`config.mk`:
```
export PLATFORM = sky130hd
export DESIGN_NAME = fetch_hazard_controller
export DESIGN_NICKNAME = d
export VERILOG_FILES = /design/src/rtl/pipe_ctrl_pkg.sv /design/src/rtl/fetch_hazard_controller_sat_counter.sv /design/src/rtl/fetch_hazard_controller.sv
export SDC_FILE = /design/constraint.sdc
export NUM_CORES = 1
export LEC_CHECK = 0
export CORE_AREA = 2 2 83 85
export CTS_CLUSTER_DIAMETER = 80
export DETAILED_ROUTE_END_ITERATION = 8
export DIE_AREA = 0 0 85 87
export GPL_TIMING_DRIVEN = 1
export PLACE_DENSITY = 0.72
export REMOVE_ABC_BUFFERS = 1
export SYNTH_ARGS = -nofsm -noshare
export SYNTH_HDL_FRONTEND = slang
export SYNTH_HIERARCHICAL = 1
export SYNTH_SLANG_ARGS = --single-unit
export TNS_END_PERCENT = 20
```
`constraint.sdc`:
```
create_clock -name clk -period 4.3 [get_ports clk]
set_clock_uncertainty 0.15 [all_clocks]
set_input_delay 0.43 -clock clk [delete_from_list [all_inputs] [get_ports clk]]
set_output_delay 0.43 -clock clk [all_outputs]
set_load 0.03 [all_outputs]
```
`src/rtl/pipe_ctrl_pkg.sv`:
```
// Shared types and constants for the pipeline control slice.
package pipe_ctrl_pkg;

    typedef enum logic [1:0] {
        RUN      = 2'd0,
        FREEZE   = 2'd1,
        BR_FLUSH = 2'd2
    } state_t;

    localparam logic [4:0]  REG_ZERO      = 5'd0;
    localparam logic [31:0] NOP_INSTR     = 32'h0;
    localparam int unsigned CNT_W_DEFAULT = 16;

endpackage

```
`src/rtl/fetch_hazard_controller_sat_counter.sv`:
```
// Saturating event counter: sticks at all-ones instead of wrapping.
import pipe_ctrl_pkg::*;

module sat_counter #(
    parameter int unsigned CNT_W = CNT_W_DEFAULT
) (
    input  logic             clk,
    input  logic             reset,
    input  logic             inc,
    output logic [CNT_W-1:0] count
);

    always_ff @(posedge clk) begin
        if (reset)
            count <= '0;
        else if (inc && (count != '1))
            count <= count + 1'b1;
    end

endmodule

```
`src/rtl/fetch_hazard_controller.sv`:
```
// Fetch-stage stall/branch sequencing with load-use detection, external
// freeze handling and saturating stall/flush performance counters.
import pipe_ctrl_pkg::*;

module fetch_hazard_controller #(
    parameter int unsigned FLUSH_CYCLES = 1,
    parameter int unsigned CNT_W        = CNT_W_DEFAULT
) (
    input  logic             clk,
    input  logic             reset,
    input  logic [4:0]       id_rs,
    input  logic [4:0]       id_rt,
    input  logic             id_uses_rt,
    input  logic             ex_mem_read,
    input  logic [4:0]       ex_rt,
    input  logic             ext_stall,
    input  logic             branch_taken,
    input  logic [31:0]      branch_target,
    output logic             stall,
    output logic             is_branch,
    output logic [31:0]      pc_final,
    output logic             flush_id,
    output logic             bubble_ex,
    output logic             hold_ex,
    output logic             target_misaligned,
    output logic [CNT_W-1:0] stall_cycles,
    output logic [CNT_W-1:0] flush_events,
    output logic [1:0]       state_o
);

    localparam logic [2:0] FLUSH_RELOAD = 3'(FLUSH_CYCLES - 1);

    state_t     state, state_n;
    logic [2:0] cnt, cnt_n;
    logic       hz;
    logic       run_eval;

    assign hz = ex_mem_read && (ex_rt != REG_ZERO) &&
                ((ex_rt == id_rs) || (id_uses_rt && (ex_rt == id_rt)));

    assign pc_final          = {branch_target[31:2], 2'b00};
    assign target_misaligned = is_branch && (branch_target[1:0] != 2'b00);
    assign state_o           = state;

    always_comb begin
        state_n   = state;
        cnt_n     = cnt;
        stall     = 1'b0;
        is_branch = 1'b0;
        flush_id  = 1'b0;
        bubble_ex = 1'b0;
        hold_ex   = 1'b0;
        run_eval  = 1'b0;

        if (!reset) begin
            case (state)
                RUN:    run_eval = 1'b1;
                FREEZE: begin
                    if (ext_stall) begin
                        stall   = 1'b1;
                        hold_ex = 1'b1;
                    end else begin
                        run_eval = 1'b1;
                    end
                end
                BR_FLUSH: begin
                    flush_id = 1'b1;
                    if (ext_stall) begin
                        stall   = 1'b1;
                        hold_ex = 1'b1;
                    end else begin
                        cnt_n = cnt - 3'd1;
                        if (cnt == 3'd1)
                            state_n = RUN;
                    end
                end
                default: state_n = RUN;
            endcase

            // FREEZE release shares the RUN decision so a branch arriving on
            // the release cycle still enters its flush window.
            if (run_eval) begin
                state_n = RUN;
                if (branch_taken) begin
                    is_branch = 1'b1;
                    flush_id  = 1'b1;
                    bubble_ex = 1'b1;
                    if (FLUSH_CYCLES > 1) begin
                        state_n = BR_FLUSH;
                        cnt_n   = FLUSH_RELOAD;
                    end
                end else if (hz) begin
                    stall     = 1'b1;
                    bubble_ex = 1'b1;
                end else if (ext_stall) begin
                    stall   = 1'b1;
                    hold_ex = 1'b1;
                    state_n = FREEZE;
                end
            end
        end
    end

    always_ff @(posedge clk) begin
        if (reset) begin
            state <= RUN;
            cnt   <= '0;
        end else begin
            state <= state_n;
            cnt   <= cnt_n;
        end
    end

    sat_counter #(.CNT_W(CNT_W)) u_stall_cnt (
        .clk   (clk),
        .reset (reset),
        .inc   (stall),
        .count (stall_cycles)
    );

    sat_counter #(.CNT_W(CNT_W)) u_flush_cnt (
        .clk   (clk),
        .reset (reset),
        .inc   (is_branch),
        .count (flush_events)
    );

endmodule

```
==> key figures <==
Status
  • Status: finished clean

Power
  • Clock Power Share: 40.1%
  • P_int: 0.4892 mW
  • Switching share of power: 24.57%
  • Comb pwr share: 12.1%
  • Leak Pwr: 0.8947 nW
  • Pwr per Cell Area: 237.5 nW/µm²
  • Sequential Power Share: 47.9%
  • Worst vdd ir: 0.1383 mV
  • Net Switching: 0.1594 mW

Drt
  • Starting DRT DRC Count: 43
  • Antenna Nets Post-Route: 0
  • Vias: 2060
  • Initial DRT Pass Iterations: 5
  • Post-DR vias/cell: 5.523
  • Average wire per standard cell: 16.69 µm
  • WL final: 6.225 mm
  • Remaining DRCs: 0

Global routing
  • Met2 Use GR: 24.15%
  • First-pass GRT wire length: 9.860 mm
  • Overall Global Routing Usage: 17.00%
  • Met3 Track Usage GR: 10.43%
  • Largest net degree at the start of global routing: 37
  • Gr ovfl total: 0
  • Initial antenna violation count: 0
  • Grt met1 use: 21.27%
  • GRT busiest layer: met2
  • Vias in the first global route: 1934

Clocking
  • Num CTS Buffers: 5
  • Hold_buf cts: 0
  • H-Tree Depth: 2
  • CTS clk-pin slew, worst paths: 70 ps
  • Worst-Skew Late Latency: 280 ps
  • Clock sinks: 33
  • TritonCTS clock tree: yes
  • Post-CTS sizing: 0
  • Clk Tree Root Cell: clkbuf_8
  • Maximum clock path buffer count: 2
  • Setup bufs post-CTS: 0

Floorplanning
  • Die area: 7395 µm²
  • I/O pin count: 125
  • Standard-cell rows: 30
  • DIE WIDTH: 85 µm
  • Core footprint: 6569 µm²
  • Initial Util: 33.37%
  • Chip Height: 87 µm

Logic synthesis
  • Top cells by count, synth: buf_4 (34), dfxtp_1 (33), a21oi_1 (21)
  • Seq cells post-synth: 33
  • Post-synth top area cell: dfxtp_1
  • Dominant synthesized flop cell: dfxtp_1
  • YS warnings: 6
  • Number of synthesized flops with an enable pin: 0
  • Post-Syn Area: 2192 µm²
  • Avg Inst Size Synth: 8.335 µm²
  • Syn Inst Count: 263
  • Count leader, synth: buf_4
  • FFs w/ async S/R, synth: 0%
  • Synth area leaders: dfxtp_1 (30%), buf_4 (12%), or4_1 (5.1%), a21oi_1 (4.8%), o31ai_1 (4.5%)
  • Synth cell types: 40
  • Seq/Total Area, Yosys: 30.14%
  • Top-area cell type share of the netlist area: 30.14%

Finish
  • Nets: 347
  • Area Overhead vs Synth: 24.60%
  • Antenna cell count: 0
  • Layout cells sized above 1: 6.826%
  • Finished Layout Cells: 373
  • Design Area, Final: 2731 µm²

Worst setup path
  • WS Path Type: input port to primary output
  • CP max stage delay: 810 ps
  • CP max stage cell: clkdlybuf4s50_1
  • CP most frequent cell: clkdlybuf4s50_1
  • Crit-path cells: clkdlybuf4s50_1 > xor2_1 > nor4_2 > a32oi_1 > o41ai_2 > clkdlybuf4s50_1
  • CP required: 3720 ps
  • Worst-path fanout max: 8
  • Arrival time worst endpoint: 3100 ps
  • Critical path endpoint category: primary output
  • CP Launch Type: input port

Timing
  • RSZ-0062 raised after global routing: false
  • Max Fclk: 271.7 MHz
  • Crit share post-route: 85.58%
  • Hold WS: 385.1 ps
  • Tmin final: 3680 ps
  • Post-Route Setup TNS: 0 ps
  • Max Slew Vio Count: 0
  • Worst slew margin: 45.07%
  • Final Hold Fails: 0
  • Final setup violation count: 0
  • Measured slew at the worst slew-check pin: 817.9 ps

Place
  • Placed cell area: 2630 µm²
  • Number of placed cells counting well taps: 365
  • Gp weighted congestion: 0.7941
  • DP HPWL: 4.718 mm
  • PortBufs: 61

Worst hold path
  • Hold Path Class: flip-flop to flip-flop

Flow run
  • MaxCap Viol Count: 0
[worst max-delay path: cells and delay by family]
kind            cells  cell delay, ps
simple gates        1             260
compound gates      2             930
buf+inv             2            1280
xor+xnor            1             200
[cell usage in the layout, fill, tap and decap left out, types with 2 or more instances in the layout]
cell type        synthesis  layout
o311ai_0                 2       2
and4_1                   6       6
o31ai_1                 13      13
nand4_4                  2       2
conb_1                   1       3
or3_1                    6       6
clkdlybuf4s50_1          0      61
nor2_1                  15      15
nand4_1                  6       6
ha_1                     2       2
mux2_2                   2       2
nor2b_1                  4       4
nand2_2                  2       2
inv_1                    9       9
o41ai_1                  2       2
nor4bb_1                 2       2
o21a_1                   2       2
nor4_4                   2       2
o31a_1                   2       2
nor4_1                   4       4
nand3b_1                 3       3
and3_1                   2       2
xnor2_1                  5       5
xor2_1                   9       9
dfxtp_1                 33      33
mux2i_1                  2       2
nand2_1                 13      13
o21ai_0                  8       8
clkbuf_8                 0       7
a21oi_1                 21      21
or4_1                   15      15
nand3_1                 12      12
nor3_1                   9       9
[stage by stage]
step	utilization, %	power, mW	worst slack, ps
3_3_place_gp	40.04	0.3947	653.6
6_report	41.58	0.6486	619.9
4_1_cts	41.58	0.6562	624.4
2_1_floorplan	-	0.3512	973.8
3_5_place_dp	40.04	0.3956	601.1
5_1_grt	41.58	0.6760	461.5
[power by group through the flow]
stage               Combinational, mW  Clock [mW]  Sequential (mW)
finish                         0.0783       0.260            0.310
global route                   0.0842       0.281            0.311
CTS                            0.0786       0.267            0.310
detailed placement             0.0782           0            0.317
global placement               0.0773           0            0.317
floorplan                      0.0300           0            0.321
[logic make-up after synthesis]
family,Yosys count,share of synthesized area (%)
other cells,1,0.1711
buf+inv,51,14.67
xor+xnor,14,5.594
compound gates,53,15.70
mux,4,1.941
fa+ha+maj,2,1.141
flops,33,30.14
simple gates,105,30.65
[cell type report]
cell class              instances  area, µm²
fillers                       651       3837
multi-input cells             181       1217
flip-flops and latches         33      660.6
repair buffers                 62      618.1
well taps                      80      100.1
clock buffers                   7      96.34
inverters                       9      33.78
clock inverters                 1      5.005
[worst paths after layout]
kind / cells after the start / to / slack, ps / start
worst max-delay path: 6 / stall / 620 / ex_rt[3]
worst min-delay path: 2 / u_stall_cnt/count[12] / 390 / u_stall_cnt/count[12]
worst max register to register: 4 / u_flush_cnt/count[11] / 2110 / u_flush_cnt/count[13]
worst min register to register: 2 / u_stall_cnt/count[12] / 390 / u_stall_cnt/count[12]
[sequential cells by signal, summed over array words and instances, names as in the netlist]
name / cells
state_o: 1
u_flush_cnt/count: 16
u_stall_cnt/count: 16
[routing by layer]
layer / share of wire, % / vias to the layer above
met5: 0.76 / -
met4: 1.0 / 2
met3: 10 / 9
met2: 42 / 76
met1: 46 / 970
li1: - / 1003
(Power assumes the default switching activity.)
